## src/rtl/spi_byte_master.sv

```systemverilog
// Mode-0 SPI byte master: one byte per start, MSB first, with optional chip-select hold
// across bytes. Every pin-facing output comes straight from a flop.
module spi_byte_master #(
  parameter int CLK_DIV = 4
) (
  input  logic       clk,
  input  logic       rst,
  input  logic       start,
  input  logic [7:0] tx_data,
  input  logic       keep_cs,
  output logic       busy,
  output logic       done,
  output logic [7:0] rx_data,
  output logic       spi_cs_n,
  output logic       spi_sclk,
  output logic       spi_mosi,
  input  logic       spi_miso
);

  localparam int              PW      = $clog2(CLK_DIV) + 1;
  localparam logic [PW-1:0]   PH_LAST = PW'(CLK_DIV - 1);

  typedef enum logic [2:0] {IDLE, CS_SETUP, SCLK_HIGH, SCLK_LOW, DONE} state_t;

  state_t        state, next_state;
  logic [PW-1:0] phase_cnt;
  logic [2:0]    bit_cnt;
  logic [6:0]    tx_shift;   // bit 7 goes straight to spi_mosi at acceptance
  logic [7:0]    rx_shift;
  logic          cs_hold;
  logic          phase_last, accept;

  logic       busy_d, done_d, sclk_d, cs_n_d, mosi_d;
  logic [7:0] rx_data_d;

  assign phase_last = (phase_cnt == PH_LAST);
  assign accept     = (state == IDLE) && start;

  // NOTE: non-blocking assignments so every flop samples pre-edge values.
  always_ff @(posedge clk) begin
    if (rst) state <= IDLE;
    else     state <= next_state;
  end

  // NOTE: default first so no path through the case can infer a latch.
  always_comb begin
    next_state = state;
    unique case (state)
      IDLE:      if (start)      next_state = CS_SETUP;
      CS_SETUP:  if (phase_last) next_state = SCLK_HIGH;
      SCLK_HIGH: if (phase_last) next_state = SCLK_LOW;
      SCLK_LOW:  if (phase_last) next_state = (bit_cnt == 3'd7) ? DONE : SCLK_HIGH;
      DONE:                      next_state = IDLE;
      default:                   next_state = IDLE;
    endcase
  end

  // Outputs are computed from next_state so their flops line up with the state flop.
  always_comb begin
    busy_d    = (next_state != IDLE);
    done_d    = (next_state == DONE);
    sclk_d    = (next_state == SCLK_HIGH);
    cs_n_d    = (next_state == IDLE) ? ~cs_hold : 1'b0;
    rx_data_d = (next_state == DONE) ? rx_shift : rx_data;
    mosi_d    = spi_mosi;
    if (accept)
      mosi_d = tx_data[7];
    else if (state == SCLK_HIGH && phase_last && bit_cnt != 3'd7)
      mosi_d = tx_shift[6];
    else if (state == DONE)
      mosi_d = 1'b0;
  end

  always_ff @(posedge clk) begin
    if (rst) begin
      busy      <= 1'b0;
      done      <= 1'b0;
      rx_data   <= 8'h00;
      spi_cs_n  <= 1'b1;
      spi_sclk  <= 1'b0;
      spi_mosi  <= 1'b0;
      phase_cnt <= '0;
      bit_cnt   <= 3'd0;
      tx_shift  <= 7'd0;
      rx_shift  <= 8'h00;
      cs_hold   <= 1'b0;
    end else begin
      busy     <= busy_d;
      done     <= done_d;
      rx_data  <= rx_data_d;
      spi_cs_n <= cs_n_d;
      spi_sclk <= sclk_d;
      spi_mosi <= mosi_d;

      if (next_state != state || state == IDLE) phase_cnt <= '0;
      else                                      phase_cnt <= phase_cnt + PW'(1);

      if (accept) begin
        tx_shift <= tx_data[6:0];
        cs_hold  <= keep_cs;
        bit_cnt  <= 3'd0;
      end

      // Falling SCLK edge: capture MISO and advance MOSI (except after the last bit).
      if (state == SCLK_HIGH && phase_last) begin
        rx_shift <= {rx_shift[6:0], spi_miso};
        if (bit_cnt != 3'd7) tx_shift <= {tx_shift[5:0], 1'b0};
      end

      if (state == SCLK_LOW && phase_last && bit_cnt != 3'd7)
        bit_cnt <= bit_cnt + 3'd1;
    end
  end

endmodule

```

## config.mk

```make
export PLATFORM = sky130hd
export DESIGN_NAME = spi_byte_master
export DESIGN_NICKNAME = d
export VERILOG_FILES = /design/src/rtl/spi_byte_master.sv
export SDC_FILE = /design/constraint.sdc
export NUM_CORES = 1
export LEC_CHECK = 0
export BUFFER_PORTS_ARGS = -buffer_cell sky130_fd_sc_hd__buf_2
export CAP_MARGIN = 20
export CORE_UTILIZATION = 35
export DETAILED_ROUTE_END_ITERATION = 8
export GPL_TIMING_DRIVEN = 0
export PLACE_DENSITY_LB_ADDON = 0.1
export SLEW_MARGIN = 20
export SYNTH_ARGS = -nofsm -noshare
export SYNTH_HDL_FRONTEND = slang
export SYNTH_SLANG_ARGS = --single-unit
```

## constraint.sdc

```tcl
create_clock -name clk -period 1.9 [get_ports clk]
set_clock_uncertainty 0.15 [all_clocks]
set_input_delay 0.19 -clock clk [delete_from_list [all_inputs] [get_ports clk]]
set_output_delay 0.19 -clock clk [all_outputs]
set_load 0.02 [all_outputs]
```

Yosys cells after proc, flatten, opt, wreduce, memory -nomap -nowiden
Index checks and enable logic that the tools add are counted.

Register bits after elaboration: 38. Bits in latches: 0. Memory bits (writable): 0. ROM bits: 0. Input bits: 13. Logic and storage cells: 52. Memories kept: 0.

Add/sub/neg operators: 2. Multipliers: 0. Divide/modulo/power cells: 0. Order comparisons: 0. Eq/ne operators: 10. Shifts and indexed selects: 0. Multiplexer cells: 15. Bitwise operators: 1. Reductions and logical operators: 12.

Operators by type and width (number): 3-bit 2-to-1 mux (7); 7-bit 2-to-1 mux (3); 3-bit by 2-bit == test with 1-bit output, second input constant (4); 3-bit one-hot mux with 4 select lines (1); 3-bit == test, second input constant (3); 3-bit by 1-bit adder with 3-bit output, second input constant (2); 3-bit zero test (2); 3-bit nonzero test (2); 1-bit logical AND (5); 1-bit 2-to-1 mux (4); 3-bit by 1-bit == test with 1-bit output, second input constant (1); 3-bit inequality test (1); 3-bit inequality test, second input constant (1); 2-bit nonzero test (1); 2-bit OR reduction (1); 1-bit logical OR (1); 1-bit inverter (1).

Longest topological paths before layout
Word-level depth: 7. Depth in mapped cells: 6.

Least setup slack after synthesis
No wires, ideal clock.

Path type: reg-to-reg. Start point: register bit_cnt[0]. End point: register spi_mosi. Library setup time: 0.132 ns. Arrival time: 1.478 ns. Required time: 1.618 ns. Setup slack: 0.139 ns. Cell stages (with the launch flop): 7. Cell sequence: dfxtp_1 ha_1 ha_1 or3b_1 clkbuf_1 o221ai_1 a21oi_1.

Longest elaborated chain between the ends: 4.

Ends and longest elaborated chain: start, declared (line 27) `logic [2:0] bit_cnt;`; start signal, assigned (line 111) `bit_cnt <= bit_cnt + 3'd1;`; 3-bit inequality test (*) (line 68) `else if (state == SCLK_HIGH && phase_last && bit_cnt != 3'd7)`; 1-bit logical AND (*) (line 68); 1-bit 2-to-1 mux (line 68); 1-bit 2-to-1 mux (line 66) `if (accept)`; end signal, assigned (line 93) `spi_mosi <= mosi_d;`; end, declared (line 16) `output logic spi_mosi,`.

Every way passes the cells marked *; elsewhere a longest branch is shown, timed or not. A chain may end at the register's enable or synchronous reset.

Worst setup path in the final report
Start point: register bit_cnt[0]. End point: register bit_cnt[1].

Longest elaborated chain between the ends: 3.

Ends and longest elaborated chain: parallel branches: the longest is 3 deep, another holds 3-bit by 1-bit adder with 3-bit output.

Several ways; the timed one is not identified.

==> flow_metrics.env <==
export IMPL_synth_seq_cells=38
export IMPL_die_h_um=71.4
export IMPL_syn_avg_cell_area_um2=9.62
export IMPL_synthArstFlopShare_pct=0
export IMPL_gp_congestion=0.726
export IMPL_routed_via_density=5.20
export IMPL_ys_seq_area_share_pct=45.2
export IMPL_finalCritPeriodShare_pct=96.4
export IMPL_fin_crit_ns=1.83
export IMPL_leakage_nw=0.759
export IMPL_coreArea_um2=4470
export IMPL_synth_mux_area_share_pct=9.51
export IMPL_gr_usage_all_layers_pct=15.3
export IMPL_finish_utilization_pct=45.1
export IMPL_drive_gt1_share_pct=23.6
export IMPL_fp_dieArea_um2=5090
export IMPL_vias=1353
export IMPL_synthSimpleGateAreaFrac_pct=26.1
export IMPL_violations="design-rule violations"
export IMPL_rows=24
export IMPL_n_fill_cell=451
export IMPL_drc_errors=1
export IMPL_cp_cell_sequence="ha_1, ha_2, or3b_4, clkbuf_8, o211ai_1, a21oi_1"
export IMPL_cts_made_buffers=5
export IMPL_grt_max_degree=12
export IMPL_path_class="reg2reg"
export IMPL_layout_common_cells="dfxtp_1 (38), buf_2 (25), nand2_1 (20)"
export IMPL_slew_viol_final=0
export IMPL_synth_fp_nets=193
export IMPL_routed_wl_mm=3.48
export IMPL_fin_area_um2=2020
export IMPL_ys_flop_type="dfxtp_1"
export IMPL_critPathSlowestCell="or3b_4"
export IMPL_nets=225
export IMPL_setup_tns_ns=0
export IMPL_holdPathStages=3
export IMPL_ys_warn_count=0
export IMPL_placed_area_um2=1870
export IMPL_setup_viol=0
export IMPL_slew_headroom_pct=62.8
export IMPL_rsz0062_at_grt="true"
export IMPL_worst_ir_drop_vdd_uv=313
export IMPL_grt_pass1_wl_mm=6.11
export IMPL_synthAdderAreaFrac_pct=3.71
export IMPL_synth_top_family_by_area="simple AND/OR/NAND/NOR gates"
export IMPL_clk_path_buf_depth=2
export IMPL_ant_nets=0
export IMPL_post_cts_buffers=0
export IMPL_overflow=0
export IMPL_crit_arrival_ns=1.83
export IMPL_pre_cts_slack_ns=-0.0897
export IMPL_die_w_um=71.4
export IMPL_fmax_ghz=0.546
export IMPL_hold_viol_final=0
export IMPL_multi_input_area_um2=873
export IMPL_synth_edf_count=0
export IMPL_cts_tree="done"
export IMPL_final_common_cell="dfxtp_1"
export IMPL_syn_area_um2=1680
export IMPL_setup_ws_ns=0.0678
export IMPL_hold_class="in2reg"
export IMPL_clk_insertion_delay_late_ns=0.28
export IMPL_grt_antenna_before_repair=0
export IMPL_area_growth_pct=19.8
export IMPL_drt_initial_drc_count=53
export IMPL_cts_sinks=38
export IMPL_path_depth=6
export IMPL_powerDensity_nw_per_um2=741
export IMPL_crit_path_end_kind="flip-flop"
export IMPL_path_clk_slew_ns=0.07
export IMPL_crit_fanout=10
export IMPL_grt_pass1_vias=1303
export IMPL_cap_violations=0
export IMPL_num_io_pins=26
export IMPL_crit_path_max_incr_delay_ns=0.38
export IMPL_crit_family="adder cells"
export IMPL_status="finished, violations left"
export IMPL_first_pass_iters=6
export IMPL_worstPathBufferInverterCount=1
export IMPL_avgRoutedWirePerCell_um=13.4
export IMPL_cts_root_buffer="clkbuf_8"
export IMPL_dp_hpwl_mm=2.47
export IMPL_syn_inst=175
export IMPL_yosysUniqueCellTypes=34
export IMPL_finalPower_mw=1.50
export IMPL_required_ns=1.90
export IMPL_port_buffers=25
export IMPL_ctsHtreeMaxLevel=2
export IMPL_cp_start_kind="flip-flop"
export IMPL_start_util_pct=37.6
export IMPL_ff2ff_path_depth=6
export IMPL_synth_xor_area_share_pct=0
export IMPL_synth_compound_area_share_pct=10.4
export IMPL_antennaDiodeCount=0
export IMPL_regArea_um2=761
export IMPL_tightest_slew_ns=0.555
routing by layer:
metal / vias to the layer above / GRT usage (%) / wire [um]
li1: 681 / - / -
met1: 644 / 19.9 / 1710
met4: 0 / 4.67 / 40
met5: - / 0 / 0
met2: 22 / 24.9 / 1610
met3: 6 / 3.94 / 115
state kept, by name, indices dropped and copies added (netlist names):
register / cells
bit_cnt: 3
busy: 1
cs_hold: 1
done: 1
phase_cnt: 3
rx_data: 8
rx_shift: 8
spi_cs_n: 1
spi_mosi: 1
spi_sclk: 1
state: 3
tx_shift: 7
synth_stat cells (all sizes together), types with 3 or more instances:
| master | number | area, um^2 |
|---|---|---|
| dfxtp | 38 | 761 |
| buf | 6 | 56.3 |
| o211ai | 3 | 22.5 |
| nand2b | 16 | 100 |
| clkbuf | 6 | 22.5 |
| nor3 | 8 | 40.0 |
| and3 | 3 | 18.8 |
| nor2 | 15 | 56.3 |
| a311oi | 7 | 61.3 |
| mux2i | 16 | 160 |
| ha | 5 | 62.6 |
| nand2 | 20 | 75.1 |
| a21oi | 7 | 35.0 |
timing repair:
action / 4_1_cts / 5_1_grt
endpoints found under the setup margin: 10 / 25
hold buffers: 1 / 0
endpoints found under the hold margin: 1 / 0
gates resized for setup: 4 / 6
path summary, 6_finish.rpt:
| check | startpoint | end | slack [ns] |
|---|---|---|---|
| setup / recovery | bit_cnt[0]$_SDFFE_PP0P_ | bit_cnt[1]$_SDFFE_PP0P_ | 0.07 |
| hold / removal | spi_miso | rx_shift[0]$_SDFFE_PP0P_ | 0.01 |
| setup reg to reg | bit_cnt[0]$_SDFFE_PP0P_ | bit_cnt[1]$_SDFFE_PP0P_ | 0.07 |
| hold reg to reg | phase_cnt[0]$_SDFF_PP0_ | phase_cnt[0]$_SDFF_PP0_ | 0.29 |
power by group:
| part | switching (mW) | internal [mW] | leakage (nW) |
|---|---|---|---|
| combinational | 0.0575 | 0.0495 | 0.402 |
| clock | 0.271 | 0.293 | 0.0482 |
| sequential | 0.0112 | 0.814 | 0.309 |
| total | 0.340 | 1.16 | 0.759 |
tightest hold or removal path, delay by kind of cell:
kind | cells | cell delay, ns
buffers and inverters | 1 | 0.08
and+or+nand+nor | 1 | 0.08
muxes | 1 | 0.05
area by class of cell:
class	count	share of cell area, %
Buffer	11	4.22
Clock buffer	7	4.28
Clock inverter	1	0.248
Inverter	2	0.372
Multi-Input combinational cell	123	43.3
Sequential cell	38	37.7
Tap cell	52	3.22
Timing Repair Buffer	26	6.70
kinds of logic (layout without fill, tap and decap cells):
group	count (synthesis)	after routing
flops	38	38
mux	16	16
compound gates	24	24
fa+ha+maj	5	5
buf+inv	14	47
simple gates	78	78
per-stage QoR:
step / instances / hold slack (ns)
2_1_floorplan: 175 / 0.176
4_1_cts: 261 / 0.00940
5_1_grt: 260 / 0.0174
3_3_place_gp: 252 / 0.272
6_report: 260 / 0.00984
3_5_place_dp: 252 / 0.280
(Power assumes the default switching activity.)
